===== config.mk =====
export PLATFORM = sky130hd
export DESIGN_NAME = gshare_spec_history
export DESIGN_NICKNAME = d
export VERILOG_FILES = /design/src/rtl/gshare_pkg.sv /design/src/rtl/ghr_ckpt_queue.sv /design/src/rtl/gshare_spec_history.sv
export SDC_FILE = /design/constraint.sdc
export NUM_CORES = 1
export LEC_CHECK = 0
export ABC_AREA = 1
export ABC_CLOCK_PERIOD_IN_PS = 16700
export CAP_MARGIN = 10
export CORE_MARGIN = 2
export CORE_UTILIZATION = 59
export DETAILED_ROUTE_END_ITERATION = 16
export PLACE_DENSITY = 0.9
export SLEW_MARGIN = 30
export SYNTH_ARGS = -nofsm -noshare
export SYNTH_HDL_FRONTEND = slang
export SYNTH_SLANG_ARGS = --single-unit

===== constraint.sdc =====
create_clock -name clk -period 16.7 [get_ports clk]
set_clock_uncertainty 0.1 [all_clocks]
set_input_delay 3.34 -clock clk [delete_from_list [all_inputs] [get_ports clk]]
set_output_delay 3.34 -clock clk [all_outputs]
set_load 0.005 [all_outputs]

===== src/rtl/gshare_pkg.sv =====
// Shared defaults and hashing helpers for the gshare global-history unit.
// Helpers work on fixed maximum widths; callers pass the real sizes.
package gshare_pkg;

  localparam int DEF_INDEX_BITS = 13;
  localparam int DEF_HIST_LEN   = 16;
  localparam int DEF_CKPT_DEPTH = 8;
  localparam int DEF_PC_LSB     = 2;
  localparam int MAX_HIST       = 64;
  localparam int MAX_INDEX      = 32;

  function automatic logic [MAX_INDEX-1:0] index_mask(input int index_bits);
    return MAX_INDEX'((64'd1 << index_bits) - 64'd1);
  endfunction

  // Bits above hist_len are zero in h, so the last chunk is implicitly zero-padded.
  function automatic logic [MAX_INDEX-1:0] fold_history(input logic [MAX_HIST-1:0] h,
                                                        input int hist_len,
                                                        input int index_bits);
    logic [MAX_INDEX-1:0] r;
    r = '0;
    for (int c = 0; c < MAX_HIST; c++) begin
      if (c * index_bits < hist_len)
        r = r ^ (MAX_INDEX'(h >> (c * index_bits)) & index_mask(index_bits));
    end
    return r;
  endfunction

  function automatic logic [MAX_INDEX-1:0] gshare_hash(input logic [MAX_HIST-1:0] h,
                                                       input logic [31:0] pc,
                                                       input int hist_len,
                                                       input int index_bits,
                                                       input int pc_lsb);
    return fold_history(h, hist_len, index_bits) ^ (MAX_INDEX'(pc >> pc_lsb) & index_mask(index_bits));
  endfunction

endpackage


===== src/rtl/ghr_ckpt_queue.sv =====
// Circular queue of pre-shift history checkpoints, one per in-flight branch.
// Pointers carry an extra wrap bit; truncate drops everything after the (post-pop) head.
module ghr_ckpt_queue #(
  parameter int HIST_LEN   = 16,
  parameter int CKPT_DEPTH = 8,
  parameter int TAG_W      = $clog2(CKPT_DEPTH)
) (
  input  logic                clk,
  input  logic                reset,
  input  logic                push,
  input  logic [HIST_LEN-1:0] push_hist,
  input  logic                pop,
  input  logic                truncate,
  output logic                full,
  output logic                empty,
  output logic [TAG_W-1:0]    head_tag,
  output logic [TAG_W-1:0]    tail_tag,
  output logic [HIST_LEN-1:0] head_hist,
  output logic [TAG_W:0]      occupancy
);

  logic [TAG_W:0]      head, tail, head_next;
  logic [HIST_LEN-1:0] ckpt [CKPT_DEPTH];

  assign head_next = head + (TAG_W+1)'(pop);

  always_ff @(posedge clk or posedge reset) begin
    if (reset) begin
      head <= '0;
      tail <= '0;
      for (int i = 0; i < CKPT_DEPTH; i++) ckpt[i] <= '0;
    end else begin
      head <= head_next;
      if (truncate)
        tail <= head_next;
      else if (push)
        tail <= tail + (TAG_W+1)'(1);
      if (push && !truncate)
        ckpt[tail[TAG_W-1:0]] <= push_hist;
    end
  end

  assign empty     = (head == tail);
  assign full      = (head[TAG_W] != tail[TAG_W]) && (head[TAG_W-1:0] == tail[TAG_W-1:0]);
  assign occupancy = tail - head;
  assign head_tag  = head[TAG_W-1:0];
  assign tail_tag  = tail[TAG_W-1:0];
  assign head_hist = ckpt[head[TAG_W-1:0]];

endmodule


===== src/rtl/gshare_spec_history.sv =====
// Speculative and committed global history for gshare, with per-branch checkpoints
// so a mispredict or flush restores the speculative history in a single cycle.
module gshare_spec_history
  import gshare_pkg::*;
#(
  parameter int INDEX_BITS = DEF_INDEX_BITS,
  parameter int HIST_LEN   = DEF_HIST_LEN,
  parameter int CKPT_DEPTH = DEF_CKPT_DEPTH,
  parameter int TAG_W      = $clog2(CKPT_DEPTH),
  parameter int PC_LSB     = DEF_PC_LSB
) (
  input  logic                  clk,
  input  logic                  reset,
  input  logic [31:0]           lookup_pc,
  output logic [INDEX_BITS-1:0] lookup_index,
  input  logic                  predict_valid,
  input  logic                  predict_taken,
  output logic                  predict_ready,
  output logic [TAG_W-1:0]      predict_tag,
  input  logic                  resolve_valid,
  input  logic [TAG_W-1:0]      resolve_tag,
  input  logic                  resolve_taken,
  input  logic                  resolve_mispredict,
  input  logic [31:0]           resolve_pc,
  output logic [INDEX_BITS-1:0] update_index,
  input  logic                  flush,
  output logic [HIST_LEN-1:0]   spec_ghr_out,
  output logic [HIST_LEN-1:0]   commit_ghr_out,
  output logic [TAG_W:0]        occupancy,
  output logic                  order_err
);

  logic [HIST_LEN-1:0]  spec_ghr, commit_ghr, spec_next, commit_next, head_hist;
  logic                 full, empty, legal_resolve, mispredict, push, order_err_q;
  logic [TAG_W-1:0]     head_tag;
  logic [MAX_INDEX-1:0] lookup_hash, update_hash;
  logic                 unused_hash_bits;

  ghr_ckpt_queue #(
    .HIST_LEN   (HIST_LEN),
    .CKPT_DEPTH (CKPT_DEPTH),
    .TAG_W      (TAG_W)
  ) u_queue (
    .clk       (clk),
    .reset     (reset),
    .push      (push),
    .push_hist (spec_ghr),
    .pop       (legal_resolve),
    .truncate  (mispredict | flush),
    .full      (full),
    .empty     (empty),
    .head_tag  (head_tag),
    .tail_tag  (predict_tag),
    .head_hist (head_hist),
    .occupancy (occupancy)
  );

  assign legal_resolve = resolve_valid && !empty && (resolve_tag == head_tag);
  assign mispredict    = legal_resolve && resolve_mispredict;
  // Wrong-path predicts in a restore cycle must neither allocate nor shift.
  assign push          = predict_valid && !full && !mispredict && !flush;
  assign predict_ready = !full;

  always_comb begin
    commit_next = commit_ghr;
    if (legal_resolve) commit_next = {commit_ghr[HIST_LEN-2:0], resolve_taken};
    spec_next = spec_ghr;
    if (flush)
      spec_next = commit_next;
    else if (mispredict)
      spec_next = {head_hist[HIST_LEN-2:0], resolve_taken};
    else if (push)
      spec_next = {spec_ghr[HIST_LEN-2:0], predict_taken};
  end

  always_ff @(posedge clk or posedge reset) begin
    if (reset) begin
      spec_ghr    <= '0;
      commit_ghr  <= '0;
      order_err_q <= 1'b0;
    end else begin
      spec_ghr    <= spec_next;
      commit_ghr  <= commit_next;
      order_err_q <= resolve_valid && !legal_resolve;
    end
  end

  assign lookup_hash  = gshare_hash(MAX_HIST'(spec_ghr), lookup_pc, HIST_LEN, INDEX_BITS, PC_LSB);
  assign update_hash  = gshare_hash(MAX_HIST'(head_hist), resolve_pc, HIST_LEN, INDEX_BITS, PC_LSB);
  assign lookup_index = lookup_hash[INDEX_BITS-1:0];
  assign update_index = update_hash[INDEX_BITS-1:0];
  assign unused_hash_bits = ^{lookup_hash, update_hash};

  assign spec_ghr_out   = spec_ghr;
  assign commit_ghr_out = commit_ghr;
  assign order_err      = order_err_q;

endmodule


# [Yosys cells after proc, flatten, opt, wreduce, memory -nomap -nowiden]
# Cells that the tools add are included.
[word_totals] output_inout_bits=67 wordCells=60 regBits=169 in_bits=75
[op_classes] order_cmp=3 bitwise=7 n_addsub=3 muxes=12 eq_ne=4 reduce_logical=18
[ops] operator="bitwise mux 128 bit" n=1
[ops] operator="2-to-1 mux 16 bit" n=7
[ops] operator="binary-select mux 16 bit (select 3 bit)" n=1
[ops] operator="demux 16 bit (select 3 bit)" n=1
[ops] operator="bitwise XOR 13 bit" n=2
[ops] operator="bitwise XOR 13 x 3 -> 13 bit" n=2
[ops] operator="logical AND 1 bit" n=10
[ops] operator="greater-or-equal comparator 4 bit, second input constant" n=2
[ops] operator="2-to-1 mux 4 bit" n=2
[ops] operator="inverter 3 -> 4 bit" n=2
[ops] operator="equality test 3 bit" n=2
[ops] operator="zero test 1 bit" n=6
[ops] operator="adder 4 x 1 -> 4 bit" n=1
[ops] operator="adder 4 x 1 -> 4 bit, second input constant" n=1
[ops] operator="equality test 4 bit" n=1
[ops] operator="less-than comparator 4 x 1 -> 1 bit, second input constant" n=1
[ops] operator="subtractor 4 bit" n=1
[ops] operator="nonzero test 3 bit" n=1
[ops] operator="nonzero test 2 bit" n=1
[ops] operator="!= test 1 bit" n=1
[ops] operator="OR 1 bit" n=1

# [Longest topological paths before layout]
[logic_depth] word_depth=11 mapped_depth=15 mapped_depth_nobuf=12

# [Modules after synthesis]
# From an unflattened synthesis, not the netlist that was laid out.
[unflattened] cells_unflattened=1126 hier_area_um2=8649.5
[modules_own_cells] mod="ghr_ckpt_queue" seq_area_each_um2=3403.3 area_each_um2=6391.1 instances=1 cells_each=804
[modules_own_cells] mod="gshare_spec_history" seq_area_each_um2=825.8 area_each_um2=2258.4 instances=1 cells_each=322

# [Worst setup path before layout]
# OpenSTA, ideal clock, no wires.
[synth_timing] path_type="in2out" start="in lookup_pc[2]" end="out lookup_index[0]" required_time_ns=13.260 path_buffers=0 cell_stages=2 slack_ns=9.596 t_arrival_ns=3.664 cell_sequence="xnor2_1 -> xor2_1"
[synth_between] elab_chain_cells=1
[synth_rtl] item="start: declaration" line="gshare_spec_history.sv:14" text="input logic [31:0] lookup_pc,"
[synth_rtl] item="bitwise XOR 13 bit" line="gshare_pkg.sv:34" text="return fold_history(h, hist_len, index_bits) ^ (MAX_INDEX'(pc >> pc_lsb) & index_mask(index_bits));"
[synth_rtl] item="end: declaration" line="gshare_spec_history.sv:15" text="output logic [INDEX_BITS-1:0] lookup_index,"
# Every way passes these cells.

# [Worst setup path after layout]
[layout_timing] start="in resolve_pc[4]" end="out update_index[2]"
[layout_between] elab_chain_cells=1
[layout_rtl] item="start: declaration" line="gshare_spec_history.sv:24" text="input logic [31:0] resolve_pc,"
[layout_rtl] item="bitwise XOR 13 bit" line="gshare_pkg.sv:34"
[layout_rtl] item="end: declaration" line="gshare_spec_history.sv:25" text="output logic [INDEX_BITS-1:0] update_index,"
# Every way passes these cells.

==> results_dict.tcl <==
set metrics [dict create \
    tns_ns 0 \
    antenna_found_initial 0 \
    r2r_start "u_queue.head[1]$_DFF_PP0_" \
    slew_viol_final 0 \
    core_area_um2 15800 \
    portBuffers 103 \
    yosys.area.top_type "dfrtp_1" \
    vdd_drop_max_v 0.000183 \
    cts_root_buffer "clkbuf_16" \
    drtAntennaViolNets 0 \
    overflow 0 \
    hpwl_mm 15.3 \
    reg2reg_slack_ns 12.63 \
    crit_arrival_ns 4.85 \
    async_flop_share_pct 100 \
    grt_pass1_vias 8193 \
    postCtsSetupBuffers 0 \
    synth_area_leaders "dfrtp_1 44%, nand2_1 17%, o21ai_2 7.5%, inv_1 6.8%, nand3_1 5.6%" \
    synth_warnings 0 \
    netlist_instances 1262 \
    holdBufCountCts 0 \
    reg2reg_to "u_queue.ckpt[94]$_DFFE_PP0P_" \
    cts_tree "built" \
    cp_slowest_cell "clkdlybuf4s50_1" \
    synthesis.nets 1344 \
    vias 8406 \
    power.density_nw_per_um2 204 \
    chipHeight_um 131 \
    fin_area_um2 11100 \
    endpoint_kind "primary output" \
    cp-start-kind "primary input" \
    max_cap_viol_count 0 \
    post_cts_resized 0 \
    synth_top_area_share_pct 44.3 \
    start_util_pct 60.3 \
    worst_pin_slew_ns 0.965 \
    cts_made_buffers 17 \
    max_stage_delay_ns 0.57 \
    drive_above_1_share_pct 10.7 \
    fin_nets 1396 \
    worst-path-buf-inv 2 \
    cts-htree-levels 4 \
    reg2reg_depth 11 \
    cp_top_family "buffers and inverters" \
    path_max_fanout 2 \
    syn_avg_cell_area_um2 7.56 \
    cts.clk_slew.worst_paths_ns 0.06 \
    core.rowCount 46 \
    pin_count 142 \
    min_to "u_queue.ckpt[31]$_DFFE_PP0P_" \
    diodes 0 \
    drc_errors 0 \
    synth_edf_count 0 \
    first_pass_iters 5 \
    crit_path_cell_trace "clkdlybuf4s50_1, nand3_1, nand2_1, xor2_1, clkdlybuf4s50_1" \
    placed_cells 1507 \
    synth.distinct_cells 33 \
    grt_max_degree 110 \
    fmax_mhz 121 \
    die-area_um2 17200 \
    drt_wl_total_mm 25.0 \
    fillers 1164 \
    p_leak_nw 5.58 \
    critical_path_required_ns 13.26 \
    clockBufferDepth 2 \
    viasPerCell 5.46 \
    cpMostUsedCell "clkdlybuf4s50_1" \
    maxSlewHeadroom_pct 35.5 \
    fin_crit_ns 8.29 \
    finalSetupViolCount 0 \
    seq_area_frac_synth_pct 44.3 \
    rsz0062_at_grt "false" \
    finalWeightedCongestion 0.840 \
    worst-setup-path-type "primary input to primary output" \
    syn_area_um2 9540 \
    period_share_pct 49.6 \
    hp-class "register to register" \
    grt_usage_pct 29.4 \
    die_x_um 131 \
    drt_iter0_markers 991 \
    syn2layout_area_growth_pct 16.7 \
    hold_depth 2 \
    numClockSinks 169 \
    dominantRegCellSynth "dfrtp_1" \
    hold_viol_final 0 \
    clk_latency_ns 0.44 \
    min_from "u_queue.ckpt[31]$_DFFE_PP0P_" \
    instances_no_fill 1540 \
    wl_per_cell_um 16.2 \
    status "complete, no violations" \
    grt_pass1_wl_mm 40.8 \
    place_area_um2 10400 \
    synth-seq-cells 169 \
]
-- state kept, by name, indices dropped and copies added, names as in the netlist --
signal,cells
commit_ghr_out,16
order_err,1
spec_ghr_out,16
u_queue.tail,4
u_queue.head,4
u_queue.ckpt,128
-- synth_stat cells (2+ instances only) --
master / count
and2_1: 15
buf_1: 2
buf_2: 14
buf_4: 6
buf_6: 18
clkbuf_1: 37
clkbuf_2: 2
dfrtp_1: 169
ha_1: 6
inv_1: 174
inv_2: 4
nand2_1: 436
nand2_2: 2
nand3_1: 106
nor2_1: 83
nor2_4: 6
o211ai_1: 7
o21ai_0: 35
o21ai_1: 12
o21ai_2: 82
xnor2_1: 4
xor2_1: 31
-- layout by cell type, fill, tap and decap left out, types with 3 or more instances in the layout --
master | netlist | final
clkbuf_8 | 0 | 3
dfrtp_1 | 169 | 168
o21ai_1 | 12 | 12
nand3_1 | 106 | 106
ha_1 | 6 | 6
o21ai_0 | 35 | 35
xor2_1 | 31 | 31
nor2_2 | 1 | 3
clkbuf_16 | 0 | 17
nor2_1 | 83 | 81
inv_1 | 174 | 173
nor2_4 | 6 | 6
o21ai_2 | 82 | 82
xnor2_1 | 4 | 4
clkinv_2 | 0 | 4
o211ai_1 | 7 | 7
inv_2 | 4 | 3
clkdlybuf4s50_1 | 0 | 103
buf_16 | 0 | 4
and2_1 | 15 | 15
buf_4 | 6 | 6
bufinv_16 | 0 | 4
nand2_1 | 436 | 436
-- through the flow --
| stage | util [%] | hold WS, ns | setup slack, ns | total power [W] |
|---|---|---|---|---|
| global placement | 65.8 | 0.381 | 8.42 | 0.00178 |
| detailed placement | 65.8 | 0.395 | 8.46 | 0.00182 |
| finish | 70.4 | 0.406 | 8.41 | 0.00228 |
| CTS | 69.7 | 0.406 | 8.44 | 0.00226 |
| global route | 70.4 | 0.433 | 8.41 | 0.00243 |
| floorplan | - | 0.366 | 8.68 | 0.00142 |
-- logic make-up after synthesis --
logic type	Yosys count	share of synthesized area (%)
simple gates	655	28.7
buf+inv	259	12.2
flops	169	44.3
compound gates	137	10.6
xor+xnor	35	3.21
fa+ha+maj	7	0.996
-- worst min-delay path, stage by stage (launching register included) --
cell     delay, ns
dfrtp_1       0.34
o21ai_0       0.08
nand2_1       0.06
-- area by class of cell --
class / count / area, µm² / area share (%)
sequential: 169 / 4230 / 38.0
tap: 216 / 270 / 2.43
timing repair buffer: 113 / 1190 / 10.6
clock inverter: 9 / 148 / 1.33
inverter: 179 / 682 / 6.12
clock buffer: 20 / 467 / 4.19
multi-input combinational: 834 / 4160 / 37.3
-- worst max-delay path by stage --
stage	startpoint	to	slack [ns]	depth (start not counted)
after global routing	resolve_pc[4]	update_index[2]	8.41	5
after global placement	resolve_pc[4]	update_index[2]	8.42	5
after floorplan	reset	commit_ghr_out[0]$_DFF_PP0_	8.68	1
final	resolve_pc[4]	update_index[2]	8.41	5
after detailed placement	resolve_pc[4]	update_index[2]	8.46	5
after CTS	resolve_pc[4]	update_index[2]	8.44	5
-- per-layer routing --
layer	vias up	GRT usage, %	share of wire, %
li1	3930	-	-
met1	3979	39.1	40
met2	432	47.8	48
met3	65	5.52	9.4
met4	0	12.2	2.5
met5	-	0	0
-- power by group --
part | internal [W] | switching (W) | leakage [nW]
Clock | 0.000259 | 0.000163 | 0.303
Sequential | 0.000595 | 0.000127 | 1.87
Combinational | 0.000470 | 0.000662 | 3.40
No activity file was read; power rests on OpenSTA's default activity.
